## src/rtl/led_pattern_if.sv

```systemverilog
// Requester-side bundle for the LED pattern arbiter.
// Masters drive req/req_pattern; the arbiter reports ack, grant, busy and done.
interface led_pattern_if #(
    parameter int NUM_REQ = 3
);
    logic [NUM_REQ-1:0]   req;
    logic [8*NUM_REQ-1:0] req_pattern;
    logic [NUM_REQ-1:0]   req_ack;
    logic [NUM_REQ-1:0]   grant;
    logic                 busy;
    logic                 done;

    modport master (
        output req, req_pattern,
        input  req_ack, grant, busy, done
    );

    modport slave (
        input  req, req_pattern,
        output req_ack, grant, busy, done
    );
endinterface

```

## src/rtl/led_pattern_arbiter.sv

```systemverilog
// Round-robin owner of the board LED: plays one captured 8-step pattern
// per grant, paced by a step prescaler and gated by a debounced button.
module led_pattern_arbiter #(
    parameter int NUM_REQ         = 3,
    parameter int CNT_W           = 24,
    parameter int STEP_CYCLES     = 4000000,
    parameter int DEBOUNCE_CYCLES = 100000
) (
    input  logic         clk,
    input  logic         rst,
    input  logic         button,
    led_pattern_if.slave bus,
    output logic         led
);
    localparam int IDX_W = (NUM_REQ > 1) ? $clog2(NUM_REQ) : 1;

    typedef enum logic {IDLE, PLAY} state_t;

    state_t             state, state_nxt;
    logic [IDX_W-1:0]   last_grant, sel, cand;
    logic [NUM_REQ-1:0] sel_oh;
    logic               found;
    logic [7:0]         pattern;
    logic [2:0]         step;
    logic [CNT_W-1:0]   presc, db_cnt;
    logic               sync1, btn_sync, btn_db;
    logic               led_raw, step_end, play_end;
    int                 j;

    assign step_end = (presc == CNT_W'(STEP_CYCLES - 1));
    assign play_end = (state == PLAY) && step_end && (step == 3'd7);

    // Search starts one past the last owner and wraps.
    always_comb begin
        found  = 1'b0;
        sel    = last_grant;
        sel_oh = '0;
        j      = 0;
        cand   = '0;
        for (int k = 1; k <= NUM_REQ; k++) begin
            j = int'(last_grant) + k;
            if (j >= NUM_REQ) j = j - NUM_REQ;
            cand = IDX_W'(j);
            if (!found && bus.req[cand]) begin
                found = 1'b1;
                sel   = cand;
            end
        end
        sel_oh[sel] = found;
    end

    always_ff @(posedge clk or posedge rst) begin
        if (rst) state <= IDLE;
        else     state <= state_nxt;
    end

    always_comb begin
        state_nxt = state;
        unique case (state)
            IDLE: if (found)    state_nxt = PLAY;
            PLAY: if (play_end) state_nxt = IDLE;
        endcase
    end

    always_comb begin
        bus.busy = (state == PLAY);
        led_raw  = (state == PLAY) ? pattern[step] : 1'b0;
    end

    always_ff @(posedge clk or posedge rst) begin
        if (rst) begin
            bus.grant   <= '0;
            bus.req_ack <= '0;
            bus.done    <= 1'b0;
            pattern     <= '0;
            step        <= '0;
            presc       <= '0;
            last_grant  <= IDX_W'(NUM_REQ - 1);
        end else begin
            bus.req_ack <= '0;
            bus.done    <= 1'b0;
            if (state == IDLE) begin
                if (found) begin
                    pattern     <= bus.req_pattern[{sel, 3'b000} +: 8];
                    bus.grant   <= sel_oh;
                    bus.req_ack <= sel_oh;
                    last_grant  <= sel;
                    step        <= '0;
                    presc       <= '0;
                end
            end else if (step_end) begin
                presc <= '0;
                if (step == 3'd7) begin
                    bus.grant <= '0;
                    bus.done  <= 1'b1;
                end else begin
                    step <= step + 3'd1;
                end
            end else begin
                presc <= presc + CNT_W'(1);
            end
        end
    end

    // Button must differ from the accepted level for a full window to flip.
    always_ff @(posedge clk or posedge rst) begin
        if (rst) begin
            sync1    <= 1'b0;
            btn_sync <= 1'b0;
            btn_db   <= 1'b0;
            db_cnt   <= '0;
        end else begin
            sync1    <= button;
            btn_sync <= sync1;
            if (btn_sync == btn_db) begin
                db_cnt <= '0;
            end else if (db_cnt == CNT_W'(DEBOUNCE_CYCLES - 1)) begin
                btn_db <= btn_sync;
                db_cnt <= '0;
            end else begin
                db_cnt <= db_cnt + CNT_W'(1);
            end
        end
    end

    assign led = led_raw & btn_db;
endmodule

```

## src/flat_wrapper.sv

```systemverilog
// flat-port wrapper written by rule: the top's interface ports become plain ports
module led_pattern_arbiter_flat 
#(
    parameter int NUM_REQ         = 3,
    parameter int CNT_W           = 24,
    parameter int STEP_CYCLES     = 4000000,
    parameter int DEBOUNCE_CYCLES = 100000
)
  (clk, rst, button, led, bus_req, bus_req_pattern, bus_req_ack, bus_grant, bus_busy, bus_done);
  led_pattern_if #(.NUM_REQ(NUM_REQ)) bus_i ();
  input  logic clk;
  input  logic rst;
  input  logic button;
  output logic led;
  input wire logic [$bits(bus_i.req)-1:0] bus_req;
  input wire logic [$bits(bus_i.req_pattern)-1:0] bus_req_pattern;
  output wire logic [$bits(bus_i.req_ack)-1:0] bus_req_ack;
  output wire logic [$bits(bus_i.grant)-1:0] bus_grant;
  output wire logic [$bits(bus_i.busy)-1:0] bus_busy;
  output wire logic [$bits(bus_i.done)-1:0] bus_done;
  assign bus_i.req = bus_req;
  assign bus_i.req_pattern = bus_req_pattern;
  assign bus_req_ack = bus_i.req_ack;
  assign bus_grant = bus_i.grant;
  assign bus_busy = bus_i.busy;
  assign bus_done = bus_i.done;
  led_pattern_arbiter #(.NUM_REQ(NUM_REQ), .CNT_W(CNT_W), .STEP_CYCLES(STEP_CYCLES), .DEBOUNCE_CYCLES(DEBOUNCE_CYCLES)) u_core (.clk(clk), .rst(rst), .button(button), .bus(bus_i), .led(led));
endmodule
```

## config.mk

```make
export PLATFORM = sky130hd
export DESIGN_NAME = led_pattern_arbiter_flat
export DESIGN_NICKNAME = d
export VERILOG_FILES = /design/src/rtl/led_pattern_if.sv /design/src/rtl/led_pattern_arbiter.sv /design/src/flat_wrapper.sv
export SDC_FILE = /design/constraint.sdc
export NUM_CORES = 1
export LEC_CHECK = 0
export ABC_AREA = 1
export BUFFER_PORTS_ARGS = -buffer_cell sky130_fd_sc_hd__buf_2
export CAP_MARGIN = 5
export CORE_ASPECT_RATIO = 1.4
export CORE_MARGIN = 5
export CORE_UTILIZATION = 54
export CTS_BUF_LIST = sky130_fd_sc_hd__clkbuf_4
export DETAILED_ROUTE_END_ITERATION = 7
export PLACE_DENSITY = 0.79
export SLEW_MARGIN = 20
export SYNTH_ARGS = -nofsm -noshare
export SYNTH_HDL_FRONTEND = slang
export SYNTH_SLANG_ARGS = --single-unit
export TNS_END_PERCENT = 5
```

## constraint.sdc

```tcl
create_clock -name clk -period 2.9 [get_ports clk]
set_input_delay 0.29 -clock clk [delete_from_list [all_inputs] [get_ports clk]]
set_output_delay 0.29 -clock clk [all_outputs]
set_load 0.05 [all_outputs]
```

==> results.sh <==
export IMPL_max_cap_violations=0
export IMPL_tightest_slew_ps=721.9
export IMPL_wl_per_cell_um=14.53
export IMPL_hold_start="bus_req_pattern[16]"
export IMPL_cts_resized=0
export IMPL_tritoncts="done"
export IMPL_clockRootBuffer="clkbuf_4"
export IMPL_syn_cell_area_um2=4404
export IMPL_drv_slew=0
export IMPL_clkPwrFrac_pct=38.8
export IMPL_setup_violations=0
export IMPL_place_hpwl_um=8168
export IMPL_p_leak_nw=2.343
export IMPL_final_net_count=669
export IMPL_start_util_pct=54.70
export IMPL_clock_path_buffers=2
export IMPL_die_area_um2=10090
export IMPL_drive_above_1_share_pct=14.47
export IMPL_combPwrFrac_pct=6.5
export IMPL_cp_arrival_ps=2930
export IMPL_layout_min_cycle_time_ps=2620
export IMPL_power_density_nw_per_um2=384.2
export IMPL_num_vias=4094
export IMPL_synth_distinct_cells=44
export IMPL_relSlewSlack_pct=51.88
export IMPL_cp_end_kind="flip-flop"
export IMPL_min_path_type="in2reg"
export IMPL_drc=0
export IMPL_finalSetupTns_ps=0
export IMPL_synth_top_area_cell="dfrtp_1"
export IMPL_swShare_pct=24.76
export IMPL_p_switching_w=0.0004619
export IMPL_internal_power_w=0.001404
export IMPL_ios=39
export IMPL_synth_ff_latch_count=72
export IMPL_synth_top_cells_by_area="dfrtp_1, nand2_1, nand3_1"
export IMPL_critPathKind="reg2reg"
export IMPL_fin_crit_sh_pct=90.33
export IMPL_rows=39
export IMPL_grt_pass1_vias=3975
export IMPL_grt_usage_pct=22.88
export IMPL_die_width_um=86.33
export IMPL_fill_cells=713
export IMPL_gp_congestion=0.9579
export IMPL_areaGrowthSynthToFinish_pct=10.26
export IMPL_drtPass1Iterations=5
export IMPL_clock_latency_ps=440
export IMPL_hold_viol_final=0
export IMPL_worstPathMaxFanout=22
export IMPL_reg2reg_from="u_core.last_grant[1]"
export IMPL_drt_wl_total_um=10720
export IMPL_cts_clk_slew_worst_paths_ps=120
export IMPL_placed_cell_area_um2=4672
export IMPL_finalInstanceArea_um2=4856
export IMPL_max_freq_mhz=381.7
export IMPL_dieHeight_um=116.9
export IMPL_cp_start_kind="flip-flop"
export IMPL_cts_buffers=9
export IMPL_async_flop_share_pct=100.0
export IMPL_vdd_drop_max_mv=0.2755
export IMPL_grt_antenna_before_repair=0
export IMPL_grt_overflow_total=0
export IMPL_synthFlopType="dfrtp_1"
export IMPL_portBuffers=38
export IMPL_rsz0062_at_grt="no"
export IMPL_syn_num_nets=625
export IMPL_seqPwrFrac_pct=54.7
export IMPL_synth_edf_count=0
export IMPL_drtIter0Drc=338
export IMPL_skew_ps=12.47
export IMPL_ant_nets=0
export IMPL_synth_area_per_cell_um2=7.503
export IMPL_ys_seq_area_share_pct=40.94
export IMPL_htree_levels=3
export IMPL_core_um2=8051
export IMPL_status="completed"
export IMPL_grt_pass1_wl_um=18310
export IMPL_vias_per_cell=5.547
export IMPL_worstPathRequired_ps=3210
export IMPL_syn_inst=587
export IMPL_cp_startpoint="u_core.last_grant[1]"
export IMPL_clkSinkCount=72
export IMPL_synth_top_area_share_pct=40.34
export IMPL_grt_max_degree=31
export IMPL_antenna_cells=0
export IMPL_synth_warnings=0
-- worst paths after layout --
kind / end / slack [ps] / depth (start not counted)
worst max register to register: u_core.pattern[5] / 280 / 11
worst min register to register: u_core.btn_sync / 370 / 0
worst max-delay path: u_core.pattern[5] / 280 / 11
max in group asynchronous: u_core.presc[0] / 1710 / 4
min in group asynchronous: u_core.presc[20] / 420 / 3
worst min-delay path: u_core.pattern[0] / 130 / 3
-- layout by cell type (no fill, tap or decap), types with 2 or more instances in the layout --
cell,synthesis,routed
nand2_2,5,5
ha_1,8,8
nor2_2,2,2
clkbuf_4,0,9
a21oi_1,5,5
nor2_4,2,2
nand3_1,60,60
nand4_1,24,24
nor3b_1,3,3
dlygate4sd3_1,0,2
nand2_4,6,6
o211ai_1,2,2
nor4_1,6,6
inv_1,70,69
nor2_1,69,69
nand2_1,142,142
nand3_2,4,4
o21ai_0,18,18
clkinvlp_4,0,3
a31oi_1,2,2
xor2_1,13,13
inv_2,5,6
buf_4,2,2
buf_2,1,38
xnor2_1,3,3
o32ai_1,2,2
o21ai_1,10,10
nor3_1,23,23
or2_2,2,2
dfrtp_1,71,71
o22ai_1,7,7
bufinv_16,0,2
-- final cells by class --
type | instances | area, µm² | area share, %
multi-input combinational | 431 | 2255 | 46.43
sequential | 72 | 1803 | 37.13
inverter | 75 | 281.5 | 5.797
timing repair buffer | 42 | 225.2 | 4.638
tap | 102 | 127.6 | 2.628
clock inverter | 7 | 96.34 | 1.984
clock buffer | 9 | 67.56 | 1.391
-- per-layer routing --
layer	share of wire, %	global-route usage (%)	routed length, µm	vias to the layer above
met5	0	0	0	-
met4	3.1	12.27	332	0
met3	3.2	2.731	343	25
met2	53	39.73	5718	111
met1	40	27.62	4330	1928
li1	-	-	-	2030
-- timing repair --
action,4_1_cts,5_1_grt
endpoints found under the hold margin,21,0
setup buffers,0,0
hold buffers,2,0
-- cell usage after synthesis (2+ instances only) --
master    instances
nand2_1         142
dfrtp_1          71
inv_1            70
nor2_1           69
nand3_1          60
nand4_1          24
nor3_1           23
o21ai_0          18
xor2_1           13
o21ai_1          10
ha_1              8
o22ai_1           7
nand2_4           6
nor4_1            6
a21oi_1           5
inv_2             5
nand2_2           5
nand3_2           4
buf_6             3
clkbuf_1          3
nor3b_1           3
xnor2_1           3
a31oi_1           2
buf_4             2
nor2_2            2
nor2_4            2
o211ai_1          2
o32ai_1           2
or2_2             2
-- sequential cells by signal, summed over array words and instances, names as in the netlist --
signal,cells
u_core.bus.grant,3
u_core.last_grant,2
u_core.bus.req_ack,3
u_core.step,3
u_core.sync1,1
u_core.pattern,8
u_core.btn_db,1
u_core.bus.busy,1
u_core.btn_sync,1
u_core.presc,24
u_core.bus.done,1
u_core.db_cnt,24
-- power by group through the flow --
stage / clock network, W / logic (W) / registers (W)
global route: 0.000789 / 0.000139 / 0.00102
finish: 0.000724 / 0.000122 / 0.00102
CTS: 0.000743 / 0.000123 / 0.00102
global placement: 0 / 0.000119 / 0.00104
detailed placement: 0 / 0.000121 / 0.00104
floorplan: 0 / 0.0000784 / 0.00104
-- per-stage QoR --
stage	power, W	worst slack [ps]	hold WS [ps]	std cells	util [%]
floorplan	0.001116	579.3	321.4	587	-
global placement	0.001159	412.9	336.1	720	58.03
detailed placement	0.001161	305.3	342.0	720	58.03
CTS	0.001887	279.9	109.3	738	60.31
global route	0.001950	23.14	127.0	738	60.31
finish	0.001866	280.4	134.1	738	60.31
-- worst max-delay path, stage by stage (launching register included) --
cell     delay [ps]
dfstp_2         580
inv_1            70
ha_1            420
inv_2           140
nand2_1          60
and2_4          150
a21oi_4         200
nor2_4           70
nor2_4          370
inv_1           240
nand2_1         120
nand3_1          80
-- cells by family (layout without fill, tap and decap cells) --
kind of cell	count (synthesis)	count (layout)	synth area share, %
buffers and inverters	84	133	7.869
AND/OR/NAND/NOR	354	354	38.47
flip-flops	72	72	40.94
XOR/XNOR	16	16	3.182
adder cells (fa/ha/maj)	8	8	2.273
AO/OA/AOI/OAI	52	52	7.046
multiplexers	1	1	0.2273
Note: power is estimated with default switching activity, not from simulation.
